--- src/rtl/cpu_pkg.sv ---
// Shared CPU definitions: widths, opcodes, ALU function selects, sequencer
// states and the decoded-instruction payload. The datapath ALU decodes the
// same FS_* constants.
package cpu_pkg;

    localparam int unsigned PC_W   = 6;
    localparam int unsigned IR_W   = 16;
    localparam int unsigned REG_AW = 4;
    localparam int unsigned OP_W   = 4;
    localparam int unsigned FS_W   = 4;

    // Opcodes (IR[15:12]); 4'hE is reserved and executes as NOP
    localparam logic [OP_W-1:0] OP_NOP = 4'h0;
    localparam logic [OP_W-1:0] OP_ADD = 4'h1;
    localparam logic [OP_W-1:0] OP_SUB = 4'h2;
    localparam logic [OP_W-1:0] OP_AND = 4'h3;
    localparam logic [OP_W-1:0] OP_OR  = 4'h4;
    localparam logic [OP_W-1:0] OP_XOR = 4'h5;
    localparam logic [OP_W-1:0] OP_NOT = 4'h6;
    localparam logic [OP_W-1:0] OP_MOV = 4'h7;
    localparam logic [OP_W-1:0] OP_ADI = 4'h8;
    localparam logic [OP_W-1:0] OP_LD  = 4'h9;
    localparam logic [OP_W-1:0] OP_ST  = 4'hA;
    localparam logic [OP_W-1:0] OP_BZ  = 4'hB;
    localparam logic [OP_W-1:0] OP_BNZ = 4'hC;
    localparam logic [OP_W-1:0] OP_JMP = 4'hD;
    localparam logic [OP_W-1:0] OP_RSV = 4'hE;
    localparam logic [OP_W-1:0] OP_HLT = 4'hF;

    // ALU function selects; MOVA is zero so idle cycles present FS=0
    localparam logic [FS_W-1:0] FS_MOVA = 4'h0;
    localparam logic [FS_W-1:0] FS_ADD  = 4'h2;
    localparam logic [FS_W-1:0] FS_SUB  = 4'h5;
    localparam logic [FS_W-1:0] FS_AND  = 4'h8;
    localparam logic [FS_W-1:0] FS_OR   = 4'h9;
    localparam logic [FS_W-1:0] FS_XOR  = 4'hA;
    localparam logic [FS_W-1:0] FS_NOTA = 4'hB;

    typedef enum logic [1:0] {
        ST_FETCH = 2'd0,
        ST_EXEC  = 2'd1,
        ST_MEM   = 2'd2,
        ST_HALT  = 2'd3
    } state_t;

    // Decoded instruction: ALU select plus one-hot-ish class flags
    typedef struct packed {
        logic [FS_W-1:0] fs;
        logic            mb;
        logic            alu;
        logic            ld;
        logic            st;
        logic            br;
        logic            br_inv;  // BNZ: branch when Z=0
        logic            jmp;
        logic            hlt;
    } decode_t;

endpackage

--- src/rtl/control_sequencer_if.sv ---
// Sequencer <-> datapath/memory bundle.
//   master (sequencer): in  instr_in, mem_ready, Z
//                       out DR, SA, SB, FS, PC, MB, MM, MD, RW, MW, halted
//   slave  (datapath):  mirror image of master
interface control_sequencer_if #(
    parameter int unsigned PC_W   = 6,
    parameter int unsigned IR_W   = 16,
    parameter int unsigned REG_AW = 4,
    parameter int unsigned FS_W   = 4
);
    logic [IR_W-1:0]   instr_in;
    logic              mem_ready;
    logic              Z;
    logic [REG_AW-1:0] DR;
    logic [REG_AW-1:0] SA;
    logic [REG_AW-1:0] SB;
    logic [FS_W-1:0]   FS;
    logic [PC_W-1:0]   PC;
    logic              MB;
    logic              MM;
    logic              MD;
    logic              RW;
    logic              MW;
    logic              halted;

    modport master (
        input  instr_in, mem_ready, Z,
        output DR, SA, SB, FS, PC, MB, MM, MD, RW, MW, halted
    );

    modport slave (
        output instr_in, mem_ready, Z,
        input  DR, SA, SB, FS, PC, MB, MM, MD, RW, MW, halted
    );
endinterface

--- src/rtl/instr_decode.sv ---
// Combinational opcode decoder: opcode -> ALU select, MB, instruction class.
//   opcode : IR[15:12]
//   dec    : decoded payload (cpu_pkg::decode_t)
module instr_decode
    import cpu_pkg::*;
(
    input  logic [OP_W-1:0] opcode,
    output decode_t         dec
);

    always_comb begin
        dec = '0;
        case (opcode)
            OP_ADD: begin dec.alu = 1'b1; dec.fs = FS_ADD;  end
            OP_SUB: begin dec.alu = 1'b1; dec.fs = FS_SUB;  end
            OP_AND: begin dec.alu = 1'b1; dec.fs = FS_AND;  end
            OP_OR:  begin dec.alu = 1'b1; dec.fs = FS_OR;   end
            OP_XOR: begin dec.alu = 1'b1; dec.fs = FS_XOR;  end
            OP_NOT: begin dec.alu = 1'b1; dec.fs = FS_NOTA; end
            OP_MOV: begin dec.alu = 1'b1; dec.fs = FS_MOVA; end
            OP_ADI: begin dec.alu = 1'b1; dec.fs = FS_ADD; dec.mb = 1'b1; end
            OP_LD:  dec.ld  = 1'b1;
            OP_ST:  dec.st  = 1'b1;
            // Branches pass the test register through the ALU to produce Z
            OP_BZ:  begin dec.br = 1'b1; dec.fs = FS_MOVA; end
            OP_BNZ: begin dec.br = 1'b1; dec.br_inv = 1'b1; dec.fs = FS_MOVA; end
            OP_JMP: dec.jmp = 1'b1;
            OP_HLT: dec.hlt = 1'b1;
            default: ;  // NOP and reserved
        endcase
    end

endmodule

--- src/rtl/control_sequencer.sv ---
// Multi-cycle control sequencer: FETCH -> EXEC [-> MEM] -> FETCH, HALT absorbing.
// Owns state, IR and PC; all other controls are decoded from state and IR.
//   clk_main : system clock
//   reset    : synchronous active-high reset
//   bus      : control_sequencer_if.master (memory data/handshake, Z flag in;
//              register/ALU/memory controls and PC out)
module control_sequencer #(
    parameter int unsigned PC_W   = 6,
    parameter int unsigned IR_W   = 16,
    parameter int unsigned REG_AW = 4
) (
    input  logic                 clk_main,
    input  logic                 reset,
    control_sequencer_if.master  bus
);
    import cpu_pkg::*;

    state_t            state, state_nxt;
    logic [IR_W-1:0]   ir, ir_nxt;
    logic [PC_W-1:0]   pc, pc_nxt, pc_inc, pc_tgt;
    decode_t           dec;
    logic              taken;

    logic [REG_AW-1:0] dr, sa, sb;
    logic [FS_W-1:0]   fs;
    logic              mb, mm, md, rw, mw, halted;

    instr_decode u_decode (
        .opcode (ir[IR_W-1 -: OP_W]),
        .dec    (dec)
    );

    assign pc_inc = pc + PC_W'(1);  // natural wrap at 2^PC_W
    assign pc_tgt = ir[PC_W-1:0];
    assign taken  = dec.br_inv ? ~bus.Z : bus.Z;

    // State, IR and PC registers
    always_ff @(posedge clk_main) begin
        if (reset) begin
            state <= ST_FETCH;
            ir    <= '0;
            pc    <= '0;
        end else begin
            state <= state_nxt;
            ir    <= ir_nxt;
            pc    <= pc_nxt;
        end
    end

    // Next-state, IR/PC update and control outputs
    always_comb begin
        state_nxt = state;
        ir_nxt    = ir;
        pc_nxt    = pc;
        dr        = '0;
        sa        = '0;
        sb        = '0;
        fs        = FS_MOVA;
        mb        = 1'b0;
        mm        = 1'b1;
        md        = 1'b0;
        rw        = 1'b0;
        mw        = 1'b0;
        halted    = 1'b0;

        case (state)
            ST_FETCH: begin
                if (bus.mem_ready) begin
                    ir_nxt    = bus.instr_in;
                    state_nxt = ST_EXEC;
                end
            end

            ST_EXEC: begin
                state_nxt = ST_FETCH;
                pc_nxt    = pc_inc;
                if (dec.alu) begin
                    dr = ir[8 +: REG_AW];
                    sa = ir[4 +: REG_AW];
                    sb = ir[0 +: REG_AW];
                    fs = dec.fs;
                    mb = dec.mb;
                    rw = 1'b1;
                end else if (dec.ld || dec.st) begin
                    state_nxt = ST_MEM;
                    pc_nxt    = pc;
                end else if (dec.br) begin
                    sa = ir[8 +: REG_AW];
                    fs = dec.fs;
                    if (taken) begin
                        pc_nxt = pc_tgt;
                    end
                end else if (dec.jmp) begin
                    pc_nxt = pc_tgt;
                end else if (dec.hlt) begin
                    state_nxt = ST_HALT;
                    pc_nxt    = pc;
                end
            end

            ST_MEM: begin
                mm = 1'b0;
                sa = ir[4 +: REG_AW];
                sb = ir[0 +: REG_AW];
                if (dec.st) begin
                    mw = 1'b1;
                end else begin
                    md = 1'b1;
                    dr = ir[8 +: REG_AW];
                    rw = bus.mem_ready;  // write back only when the data is valid
                end
                if (bus.mem_ready) begin
                    pc_nxt    = pc_inc;
                    state_nxt = ST_FETCH;
                end
            end

            ST_HALT: halted = 1'b1;

            default: state_nxt = ST_FETCH;
        endcase

        // An aborted cycle must not commit anything
        if (reset) begin
            rw = 1'b0;
            mw = 1'b0;
        end
    end

    assign bus.DR     = dr;
    assign bus.SA     = sa;
    assign bus.SB     = sb;
    assign bus.FS     = fs;
    assign bus.PC     = pc;
    assign bus.MB     = mb;
    assign bus.MM     = mm;
    assign bus.MD     = md;
    assign bus.RW     = rw;
    assign bus.MW     = mw;
    assign bus.halted = halted;

endmodule

--- src/flat_wrapper.sv ---
// flat-port wrapper written by rule: the top's interface ports become plain ports
module control_sequencer_flat import cpu_pkg::*;
#(
    parameter int unsigned PC_W   = 6,
    parameter int unsigned IR_W   = 16,
    parameter int unsigned REG_AW = 4
)
  (clk_main, reset, bus_instr_in, bus_mem_ready, bus_Z, bus_DR, bus_SA, bus_SB, bus_FS, bus_PC, bus_MB, bus_MM, bus_MD, bus_RW, bus_MW, bus_halted);
  control_sequencer_if #(.PC_W(PC_W), .IR_W(IR_W), .REG_AW(REG_AW), .FS_W(4)) bus_i ();
  input  logic clk_main;
  input  logic reset;
  input wire logic [$bits(bus_i.instr_in)-1:0] bus_instr_in;
  input wire logic [$bits(bus_i.mem_ready)-1:0] bus_mem_ready;
  input wire logic [$bits(bus_i.Z)-1:0] bus_Z;
  output wire logic [$bits(bus_i.DR)-1:0] bus_DR;
  output wire logic [$bits(bus_i.SA)-1:0] bus_SA;
  output wire logic [$bits(bus_i.SB)-1:0] bus_SB;
  output wire logic [$bits(bus_i.FS)-1:0] bus_FS;
  output wire logic [$bits(bus_i.PC)-1:0] bus_PC;
  output wire logic [$bits(bus_i.MB)-1:0] bus_MB;
  output wire logic [$bits(bus_i.MM)-1:0] bus_MM;
  output wire logic [$bits(bus_i.MD)-1:0] bus_MD;
  output wire logic [$bits(bus_i.RW)-1:0] bus_RW;
  output wire logic [$bits(bus_i.MW)-1:0] bus_MW;
  output wire logic [$bits(bus_i.halted)-1:0] bus_halted;
  assign bus_i.instr_in = bus_instr_in;
  assign bus_i.mem_ready = bus_mem_ready;
  assign bus_i.Z = bus_Z;
  assign bus_DR = bus_i.DR;
  assign bus_SA = bus_i.SA;
  assign bus_SB = bus_i.SB;
  assign bus_FS = bus_i.FS;
  assign bus_PC = bus_i.PC;
  assign bus_MB = bus_i.MB;
  assign bus_MM = bus_i.MM;
  assign bus_MD = bus_i.MD;
  assign bus_RW = bus_i.RW;
  assign bus_MW = bus_i.MW;
  assign bus_halted = bus_i.halted;
  control_sequencer #(.PC_W(PC_W), .IR_W(IR_W), .REG_AW(REG_AW)) u_core (.clk_main(clk_main), .reset(reset), .bus(bus_i));
endmodule
--- config.mk ---
export PLATFORM = sky130hd
export DESIGN_NAME = control_sequencer_flat
export DESIGN_NICKNAME = d
export VERILOG_FILES = /design/src/rtl/cpu_pkg.sv /design/src/rtl/control_sequencer_if.sv /design/src/rtl/instr_decode.sv /design/src/rtl/control_sequencer.sv /design/src/flat_wrapper.sv
export SDC_FILE = /design/constraint.sdc
export NUM_CORES = 1
export LEC_CHECK = 0
export ABC_CLOCK_PERIOD_IN_PS = 2000
export CAP_MARGIN = 10
export CELL_PAD_IN_SITES_DETAIL_PLACEMENT = 1
export CELL_PAD_IN_SITES_GLOBAL_PLACEMENT = 1
export CORE_UTILIZATION = 30
export CTS_BUF_LIST = sky130_fd_sc_hd__clkbuf_8 sky130_fd_sc_hd__clkbuf_16
export CTS_CLUSTER_SIZE = 30
export DETAILED_ROUTE_END_ITERATION = 8
export GPL_TIMING_DRIVEN = 0
export PLACE_DENSITY = 0.86
export SYNTH_ARGS = -nofsm -noshare
export SYNTH_HDL_FRONTEND = slang
export SYNTH_SLANG_ARGS = --single-unit
--- constraint.sdc ---
create_clock -name clk_main -period 2 [get_ports clk_main]
set_input_delay 0.5 -clock clk_main [delete_from_list [all_inputs] [get_ports clk_main]]
set_output_delay 0.5 -clock clk_main [all_outputs]
set_load 0.01 [all_outputs]
## Word-level counts from Yosys, hierarchy flattened

Index checks and enable logic that the tools add are counted.
W data, S select, Z words.

| word-level totals | value |
|---|---|
| register bits | 24 |
| output and inout bits | 28 |
| word-level logic and storage cells | 88 |

| cells by class | value |
|---|---|
| $add $sub $neg | 1 |
| equality and inequality tests | 21 |
| multiplexer cells | 52 |
| bitwise gates (word level) | 1 |
| reduce and logical (&&, ||, !) cells | 10 |

Operator list:

| operator | number |
|---|---|
| $mux W6 | 7 |
| $mux W4 | 10 |
| $eq A4 B4 Y1 const B | 7 |
| $pmux W4 S2 | 3 |
| $pmux W4 S6 | 1 |
| $mux W1 | 21 |
| $eq A4 B3 Y1 const B | 4 |
| $mux W2 | 7 |
| $pmux W6 S2 | 1 |
| $eq A4 B2 Y1 const B | 2 |
| $reduce_or A8 Y1 | 1 |
| $add A6 B1 Y6 const B | 1 |
| $pmux W2 S3 | 1 |
| $ne A5 B2 Y1 const B | 1 |
| $eq A2 B2 Y1 const B | 2 |
| $eq A4 B1 Y1 const B | 1 |
| $ne A2 B2 Y1 const B | 2 |
| $reduce_and A4 Y1 | 1 |
| $reduce_or A2 Y1 | 2 |
| $ne A3 B2 Y1 const B | 1 |
| $reduce_and A3 Y1 | 1 |
| $reduce_bool A3 Y1 | 1 |
| $eq A2 B1 Y1 const B | 1 |
| $logic_not A2 Y1 | 1 |
| other kinds (5) | 5 |

## Logic depth before layout (Yosys ltp)

Gate-level depths: netlist of the first run.

| logic depth | value |
|---|---|
| word-level depth | 8 |
| mapped depth | 7 |
| mapped depth without buffers | 6 |

## By module

A second synthesis of the first run with hierarchy kept.

| second synthesis, totals | value |
|---|---|
| cell total of the unflattened synthesis | 207 |
| area total of the unflattened synthesis | 1545.2 um^2 |

By module, submodules not included:

| module | times used | cells each | area each (um^2) |
|---|---|---|---|
| control_sequencer | 1 | 179 | 1358.8 |
| instr_decode | 1 | 28 | 186.4 |

## Least setup slack after synthesis of the first run

Ideal clock, no wire load.

| timing | value |
|---|---|
| kind | flip-flop to output port |
| from | reg u_core.ir[13] |
| to | out bus_DR[0] |
| data arrival time | 1.475 ns |
| slack | 0.025 ns |
| stages on the path, launching flop included | 6 |
| cell sequence | dfxtp_1 buf_6 or4_4 and3_1 o21a_1 and2_1 |

| on the way | value |
|---|---|
| longest elaborated chain between the ends | 5 |

Ends and longest elaborated chain:

| what | line | text |
|---|---|---|
| from (decl) | control_sequencer.sv:19 | `logic [IR_W-1:0] ir, ir_nxt;` |
| from (signal assigned) | control_sequencer.sv:45 | `ir <= ir_nxt;` |
| $eq A4 B4 Y1, or another cell as far along | instr_decode.sv:13 | `case (opcode)` |
| $reduce_or A8 Y1 (no source line) | n/a |  |
| $mux W1 | instr_decode.sv:13 |  |
| $mux W4 | control_sequencer.sv:77 | `if (dec.alu) begin` |
| $pmux W4 S2 (*) | control_sequencer.sv:66 | `case (state)` |
| to (decl) | flat_wrapper.sv:15 | `output wire logic [$bits(bus_i.DR)-1:0] bus_DR;` |

Mark *: on every way between the ends. The rest lies on a longest branch, timed or not.

## Worst setup path after layout of the first run

| timing | value |
|---|---|
| from | reg u_core.ir[14] |
| to | out bus_SA[0] |

| on the way | value |
|---|---|
| longest elaborated chain between the ends | 7 |

Ends and longest elaborated chain:

| what | line | text |
|---|---|---|
| $eq A4 B4 Y1 | instr_decode.sv:13 |  |
| $reduce_or A2 Y1 (no source line) | n/a |  |
| $mux W1 | instr_decode.sv:13 |  |
| $mux W4 | control_sequencer.sv:87 | `end else if (dec.br) begin` |
| $mux W4 | control_sequencer.sv:84 | `end else if (dec.ld \|\| dec.st) begin` |
| $mux W4 (*) | control_sequencer.sv:77 |  |
| $pmux W4 S2 (*) | control_sequencer.sv:66 |  |
| to (decl) | flat_wrapper.sv:16 | `output wire logic [$bits(bus_i.SA)-1:0] bus_SA;` |

Marks and branches as above.

==> impl_metrics.toml, run 1 <==
[detailed_routing]
dr.first_iter.drc_count = 70
route.vias.total = 1728
drc = 0
viasPerCell = 5.32
drt-pass1-iter-count = 5
detail_route.wl_per_cell_microns = 18.4
wirelength_mm = 6.00
postRouteAntennaNets = 0

[die]
fp.dieArea_sq_um = 5310
die_h_microns = 72.9
die_width_microns = 72.9
core_area_sq_um = 4790
start_util_pct = 31.5
io_pins = 48
num_rows = 25

[critical_path]
crit_fanout = 8
worstPathArrival_ps = 1980
r2r_setup_slack_ps = 90
endpoint = "bus_SA[0]"
reg2reg_depth = 7
r2r_start = "u_core.state[1]"
endpoint_kind = "output port"
crit_type = "flip-flop to output port"
crit_required_ps = 1500
startpoint = "u_core.ir[14]"
cp-start-kind = "flip-flop"
reg2reg_to = "u_core.bus.PC[5]"

[sta]
fin_hold_ws_ps = 483
finalCritPeriodShare_pct = 124
hold_viol = 0
slew-limit-headroom_pct = 62.7
max_freq_mhz = 404
fin_crit_ps = 2480
timing.final.ws_setup_ps = -477
worstMarginPinSlew_ps = 559
final-setup-viol-count = 16
clock_skew_ps = 2.04
finalMaxSlewViolations = 0
rsz0062_at_grt = "yes"

[clock_network]
cts.path.max_buffers = 2
numCtsBuffers = 3
htree_levels = 1
clk_pin_slew_worst_paths_ps = 90
cts_hold_buf = 0
cts_root_buf = "clkbuf_8"
clock_latency_ps = 280
cts_tree = "done"
cts_sinks = 24

[grt]
grt_usage_pct = 22.7
grt_pass1_wl_mm = 9.16
antenna_found_initial = 0
first_global_vias = 1850
grt_max_degree = 15
grt_overflow_total = 0

[finish]
multi_input_area_sq_um = 1130
drive_above_1_share_pct = 35.3
diodes = 0
syn2layout_area_growth_pct = 64.9
fill_cells = 557
layout_commonest_cell = "nand2_1"
regArea_sq_um = 498
fin_area_sq_um = 2490
nNetsFinal = 284
final_cell_mix = "nand2_1, clkdlybuf4s50_1, a21oi_1, dfxtp_1, buf_6"

[yosys]
yosysWarnings = 0
synthArstFlopShare_pct = 0
yosys_most_used_dff = "dfxtp_1"
synth.area.top_cells = "dfxtp_1, nand2_1, a21oi_1"
synth_top_cell_area_share_pct = 31.9
avgSynthCellArea_sq_um = 7.77
syn_area_sq_um = 1510
synth_cells = 194
netlist.top_cell.by_area = "dfxtp_1"
synth-seq-cells = 24
synth-edff-count = 0
syn_nets = 219
ys_types = 47
yosysSeqAreaShare_pct = 31.9

[status]
violations = "setup timing"
status = "complete, but fails checks"

[place]
place_area_sq_um = 2060
gp_congestion = 0.736
portBuffers = 47
hpwl_mm = 3.49
pre_cts_ws_ps = -950

[job]
drv_cap = 0

[pwr]
powerDensity_nw_per_um2 = 530
ir_drop_mv = 0.265
p_total_mw = 1.32
leakagePower_nw = 0.959

[hold_path]
hold_path_class = "flip-flop to flip-flop"
-- state kept, by name, summed over array words and instances (netlist names) --
name	count
u_core.ir	16
u_core.state	2
u_core.bus.PC	6
-- where the power goes --
| part | total, mW | switching [mW] | internal [mW] | leakage [nW] |
|---|---|---|---|---|
| Sequential | 0.539 | 0.0349 | 0.504 | 0.200 |
| Clock | 0.446 | 0.178 | 0.268 | 0.0357 |
| Combinational | 0.332 | 0.171 | 0.161 | 0.724 |
-- cell usage after synthesis (all sizes together), types with 3 or more instances --
cell type / number
a21oi: 23
a22oi: 4
and2: 5
and3: 5
buf: 6
clkbuf: 7
dfxtp: 24
ha: 5
inv: 7
mux2i: 6
nand2: 41
nand2b: 4
nand3: 4
nor2: 6
nor2b: 8
nor3: 3
o21a: 3
o32ai: 3
-- area by class of cell --
cell class / instances / area share [%]
flip-flops and latches: 24 / 20.0
plain buffers: 10 / 4.48
well taps: 67 / 3.37
clock inverters: 1 / 1.21
inverters: 7 / 1.06
multi-input cells: 150 / 45.5
repair buffers: 63 / 22.7
clock buffers: 3 / 1.66
-- per-stage QoR --
| stage | util, % | setup TNS (ps) | cells |
|---|---|---|---|
| detailed placement | 43.1 | -12860 | 308 |
| global placement | 43.1 | -11530 | 308 |
| global route | 51.9 | -5920 | 325 |
| CTS | 48.9 | -4240 | 321 |
| floorplan | - | 0 | 194 |
| finish | 51.9 | -5440 | 325 |
-- worst max-delay path, stage by stage (launching register included) --
cell and delay (ps):
dfxtp_4 390, buf_8 130, or3b_4 390, a21oi_4 190, buf_6 120, buf_6 80
a22oi_2 40, nor2b_1 180, buf_2 160
-- per-layer routing --
layer | share of wire [%] | vias up | GRT usage, %
li1 | - | 808 | -
met1 | 41 | 850 | 26.4
met2 | 53 | 51 | 40.9
met3 | 3.3 | 19 | 3.45
met4 | 3.0 | 0 | 10.0
met5 | 0 | - | 0
-- how the worst min path moves through the flow --
stage | slack [ps] | endpoint | startpoint | depth (start not counted)
final | 480 | u_core.ir[6] | u_core.ir[6] | 2
after global routing | 500 | u_core.ir[6] | u_core.ir[6] | 2
after CTS | 480 | u_core.ir[6] | u_core.ir[6] | 2
after detailed placement | 460 | u_core.ir[6] | u_core.ir[6] | 2
after global placement | 450 | u_core.ir[7] | u_core.ir[7] | 2
after floorplan | 440 | u_core.ir[6] | u_core.ir[6] | 2
-- what timing repair did --
item                                    CTS  global route
endpoints found under the setup margin   23            26
gates cloned                              0             0
buffers inserted                         10             6
pin swaps                                13             5
resized for setup                       137            25
-- cell families after synthesis --
group,synth area share [%]
buffers and inverters,5.81
XOR/XNOR,1.08
AND/OR/NAND/NOR,30.4
flip-flops,31.9
multiplexers,5.48
AO/OA/AOI/OAI,21.2
adder cells (fa/ha/maj),4.15
(Power assumes the default switching activity.)
==> inputs of run 2 (changes only) <==
==> constraint.sdc (replaced) <==
create_clock -name clk_main -period 2 [get_ports clk_main]
set_input_delay 0.6 -clock clk_main [delete_from_list [all_inputs] [get_ports clk_main]]
set_output_delay 0.6 -clock clk_main [all_outputs]
set_load 0.01 [all_outputs]
==> run 2 against run 1 <==
  * First-iteration DRC count rose by 13%
  * Register-to-register slack got worse by 30 ps
  * The flow still finishes with violations (setup timing)
  * Count of clock-buffer cells in the layout did not move
  * Fmax fell by 0.50%
  * Worst setup slack got worse by 13 ps
  * Clock skew rose by 4.5 ps
==> impl_metrics.toml, run 2 (synthesis gave the netlist of run 1 again) <==
[status]
status = "complete, but fails checks"
violations = "setup timing"

[die]
die_h_microns = 72.9
start_util_pct = 31.5
fp.dieArea_sq_um = 5310
core_area_sq_um = 4790
num_rows = 25
io_pins = 48
die_width_microns = 72.9

[grt]
grt_max_degree = 15
grt_overflow_total = 0
antenna_found_initial = 0
first_global_vias = 1622
grt_pass1_wl_mm = 7.96
grt_usage_pct = 19.5

[critical_path]
r2r_start = "u_core.state[1]"
crit_chain = "or4_4 -> a31o_4 -> a22oi_2 -> nor2b_1 -> buf_2"
reg2reg_depth = 7
crit_type = "flip-flop to output port"
endpoint_kind = "output port"
critPathSlowestCell = "or4_4"
crit_required_ps = 1400
cpPeakStageDelay_ps = 550
startpoint = "u_core.ir[13]"
cp-start-kind = "flip-flop"
worstPathArrival_ps = 1890
crit_fanout = 8

[sta]
max_freq_mhz = 402
final-setup-viol-count = 14
clock_skew_ps = 6.52
rsz0062_at_grt = "yes"
finalMaxSlewViolations = 0
slew-limit-headroom_pct = 63.2
hold_viol = 0
fin_tns_setup_ps = -5740
worstMarginPinSlew_ps = 551
fin_crit_ps = 2490
timing.final.ws_setup_ps = -489
finalCritPeriodShare_pct = 124

[clock_network]
cts.path.max_buffers = 2
cts_root_buf = "clkbuf_8"
cts_hold_buf = 0
clk_pin_slew_worst_paths_ps = 90
htree_levels = 1
cts_tree = "done"
cts_sinks = 24
numCtsBuffers = 3
clock_latency_ps = 270

[finish]
final_cells = 324
fill_cells = 568
diodes = 0
drive_above_1_share_pct = 34.6
top_register = "u_core.ir"
nNetsFinal = 283
largest_reg_flops = 16
syn2layout_area_growth_pct = 63.9
layout_commonest_cell = "nand2_1"
final_cell_mix = "nand2_1, clkdlybuf4s50_1, a21oi_1, dfxtp_1, buf_2"

[job]
drv_cap = 0

[place]
gp_congestion = 0.802
portBuffers = 47
dp_cells = 308
hpwl_mm = 3.44

[detailed_routing]
viasPerCell = 5.08
postRouteAntennaNets = 0
dr.first_iter.drc_count = 79
detail_route.wl_per_cell_microns = 16.9
wirelength_mm = 5.48
drt-pass1-iter-count = 4
drc = 0
route.vias.total = 1645

[pwr]
p_total_mw = 1.29
leakagePower_nw = 0.979
powerDensity_nw_per_um2 = 522
ir_drop_mv = 0.268

[hold_path]
min_path_cells = 2
hold_path_class = "flip-flop to flip-flop"
hp-start = "u_core.ir[7]"
-- run 2: timing repair --
| action | 4_1_cts | 5_1_grt |
|---|---|---|
| resized for setup | 131 | 22 |
| setup buffers | 8 | 6 |
| pin swaps | 10 | 4 |
| gates cloned | 0 | 1 |
| endpoints found under the setup margin | 32 | 31 |
-- run 2: where the power goes --
part	total (mW)	internal, mW	switching (mW)
registers	0.535	0.502	0.0323
logic	0.319	0.159	0.160
clock network	0.436	0.268	0.168
total	1.29	0.929	0.360
-- run 2: layout make-up --
| cell class | count | area [sq um] | share of cell area, % |
|---|---|---|---|
| multi-input combinational | 150 | 1110 | 45.0 |
| timing repair buffer | 62 | 556 | 22.5 |
| buffer | 10 | 121 | 4.91 |
| sequential | 24 | 499 | 20.2 |
| inverter | 7 | 28.8 | 1.16 |
| clock inverter | 1 | 30.0 | 1.22 |
| tap | 67 | 83.8 | 3.39 |
| clock buffer | 3 | 41.3 | 1.67 |
-- run 2: worst paths after layout --
kind	to	slack, ps
worst max-delay path	bus_SA[1]	-490
worst min-delay path	u_core.ir[7]	460
worst max register to register	u_core.bus.PC[5]	60
worst min register to register	u_core.ir[7]	460
-- run 2: through the flow --
stage | hold slack (ps) | setup slack (ps) | util [%] | instance area (sq um)
after floorplan | 437 | -12.5 | - | 1550
after global placement | 445 | -1160 | 44.0 | 2110
after detailed placement | 462 | -1190 | 44.0 | 2110
after CTS | 473 | -485 | 49.1 | 2350
after global routing | 496 | -548 | 51.6 | 2470
final | 463 | -489 | 51.6 | 2470
-- run 2: critical path, delay by kind of cell, from the launching register on --
kind            cells  cell delay [ps]
simple gates        2              630
compound gates      2              470
flops               1              380
buf+inv             1              140
-- run 2: layer usage --
layer | track usage, % | wire (microns) | part of all wire [%]
met1 | 23.5 | 2340 | 43
met2 | 37.4 | 2940 | 54
met3 | 1.24 | 152 | 2.8
met4 | 4.58 | 54 | 0.99
met5 | 0 | 0 | 0
==> inputs of run 3 (changes only) <==
--- a/config.mk
+++ b/config.mk
@@ -9,12 +9,14 @@
 export CAP_MARGIN = 10
 export CELL_PAD_IN_SITES_DETAIL_PLACEMENT = 1
 export CELL_PAD_IN_SITES_GLOBAL_PLACEMENT = 1
+export CORE_ASPECT_RATIO = 0.7
 export CORE_UTILIZATION = 30
 export CTS_BUF_LIST = sky130_fd_sc_hd__clkbuf_8 sky130_fd_sc_hd__clkbuf_16
 export CTS_CLUSTER_SIZE = 30
 export DETAILED_ROUTE_END_ITERATION = 8
 export GPL_TIMING_DRIVEN = 0
 export PLACE_DENSITY = 0.86
+export SKIP_LAST_GASP = 1
 export SYNTH_ARGS = -nofsm -noshare
 export SYNTH_HDL_FRONTEND = slang
 export SYNTH_SLANG_ARGS = --single-unit
==> run 3 against run 2 <==
  * Via count increased by 4.4%
  * Final cell count increased by 3.1%
  * Combinational power about the same
  * Clock skew fell by 2.8 ps
  * Cell area about the same
  * Wire length decreased by 0.89%
  * Die area is essentially flat
  * The run still ends with setup timing left
  * Sequential power hardly changed
==> impl_metrics.toml, run 3 (synthesis gave the netlist of run 1 again) <==
[critical_path]
crit_type = "flip-flop to output port"
cp-start-kind = "flip-flop"
worstPathArrival_ps = 1910
crit_required_ps = 1400
endpoint_kind = "output port"
crit_fanout = 8

[sta]
worstMarginPinSlew_ps = 564
rsz0062_at_grt = "yes"
fin_tns_setup_ps = -6310
max_freq_mhz = 399
hold_viol = 0
clock_skew_ps = 3.72
finalMaxSlewViolations = 0
finalCritPeriodShare_pct = 125
slew-limit-headroom_pct = 62.3
final-setup-viol-count = 20
timing.final.ws_setup_ps = -507
fin_crit_ps = 2510

[clock_network]
numCtsBuffers = 3
clk_pin_slew_worst_paths_ps = 90
cts.path.max_buffers = 2
cts_hold_buf = 0
cts_sinks = 24
clock_latency_ps = 270
cts_tree = "done"
cts_root_buf = "clkbuf_8"
htree_levels = 1

[grt]
grt_usage_pct = 20.5
antenna_found_initial = 0
grt_max_degree = 15
first_global_vias = 1662
grt_overflow_total = 0
grt_pass1_wl_mm = 8.28

[hold_path]
hold_path_class = "flip-flop to flip-flop"

[die]
start_util_pct = 31.4
io_pins = 48
fp.dieArea_sq_um = 5320
num_rows = 21
die_h_microns = 61.3
core_area_sq_um = 4810
die_width_microns = 86.7

[place]
portBuffers = 47
hpwl_mm = 3.56
gp_congestion = 0.796

[detailed_routing]
dr.first_iter.drc_count = 62
wirelength_mm = 5.43
drc = 0
viasPerCell = 5.14
postRouteAntennaNets = 0
drt-pass1-iter-count = 4
route.vias.total = 1718
detail_route.wl_per_cell_microns = 16.3

[finish]
utilization_pct = 51.4
drive_above_1_share_pct = 35.5
layout_commonest_cell = "nand2_1"
final_cell_mix = "nand2_1, clkdlybuf4s50_1, buf_4, a21oi_1, dfxtp_1"
diodes = 0
nNetsFinal = 291
syn2layout_area_growth_pct = 63.8
largest_reg_flops = 16
top_register = "u_core.ir"

[status]
violations = "setup timing"
status = "complete, but fails checks"

[pwr]
powerDensity_nw_per_um2 = 522
ir_drop_mv = 0.382
leakagePower_nw = 1.01

[job]
drv_cap = 0
==> run 3: cell types whose count changed in the layout (fill, tap and decap cells not counted), moves of 2 or more <==
cell / delta
and3_1: +3
clkbuf_16: -2
buf_2: -2
buf_4: +10
buf_8: -2
and3_4: -3
clkdlybuf4s15_2: +4
==> run 3: per-stage QoR <==
stage	setup WS, ps	hold slack, ps	power (mW)	std cells	instance area [sq um]
6_report	-507	471	1.29	334	2470
5_1_grt	-555	508	1.35	334	2470
4_1_cts	-489	476	1.26	326	2370
3_5_place_dp	-1190	459	0.800	310	2110
3_3_place_gp	-1180	448	0.790	310	2110
2_1_floorplan	-12.5	437	0.689	194	1550
==> run 3: worst max-delay path, stage by stage, from the launching register on <==
cell and delay [ps]:
dfxtp_4 370, or4_4 540, a31o_4 280, a22oi_1 210
nor2b_1 80, buf_2 140
==> run 3: area by class of cell <==
cell class	instances	area, sq um
clock buffer	3	41.3
tap	69	86.3
sequential	24	497
fill	586	2340
inverter	7	26.3
multi-input combinational	150	1090
clock inverter	1	30.0
timing repair buffer	70	611
buffer	10	87.6
==> run 3: repair_timing <==
action | 4_1_cts | 5_1_grt
setup buffers | 13 | 10
pin swaps | 8 | 3
cloned | 0 | 0
resized for setup | 120 | 15
setup endpoints to repair | 32 | 35
==> run 3: per-layer routing <==
metal	track usage, %	share of wire, %
met5	0	0
met4	4.52	0.90
met3	3.22	3.6
met2	36.2	48
met1	27.1	48
==> run 3: where the power goes <==
group | switching (mW) | internal [mW]
Clock | 0.170 | 0.268
Combinational | 0.160 | 0.156
Sequential | 0.0329 | 0.503
==> run 3: worst paths after layout <==
check                  startpoint          endpoint  slack, ps  cells after the start
hold reg to reg      u_core.ir[3]      u_core.ir[3]        470                      2
hold / removal       u_core.ir[3]      u_core.ir[3]        470                      2
setup / recovery    u_core.ir[12]         bus_SA[3]       -510                      5
setup reg to reg  u_core.state[0]  u_core.bus.PC[2]         30                      7
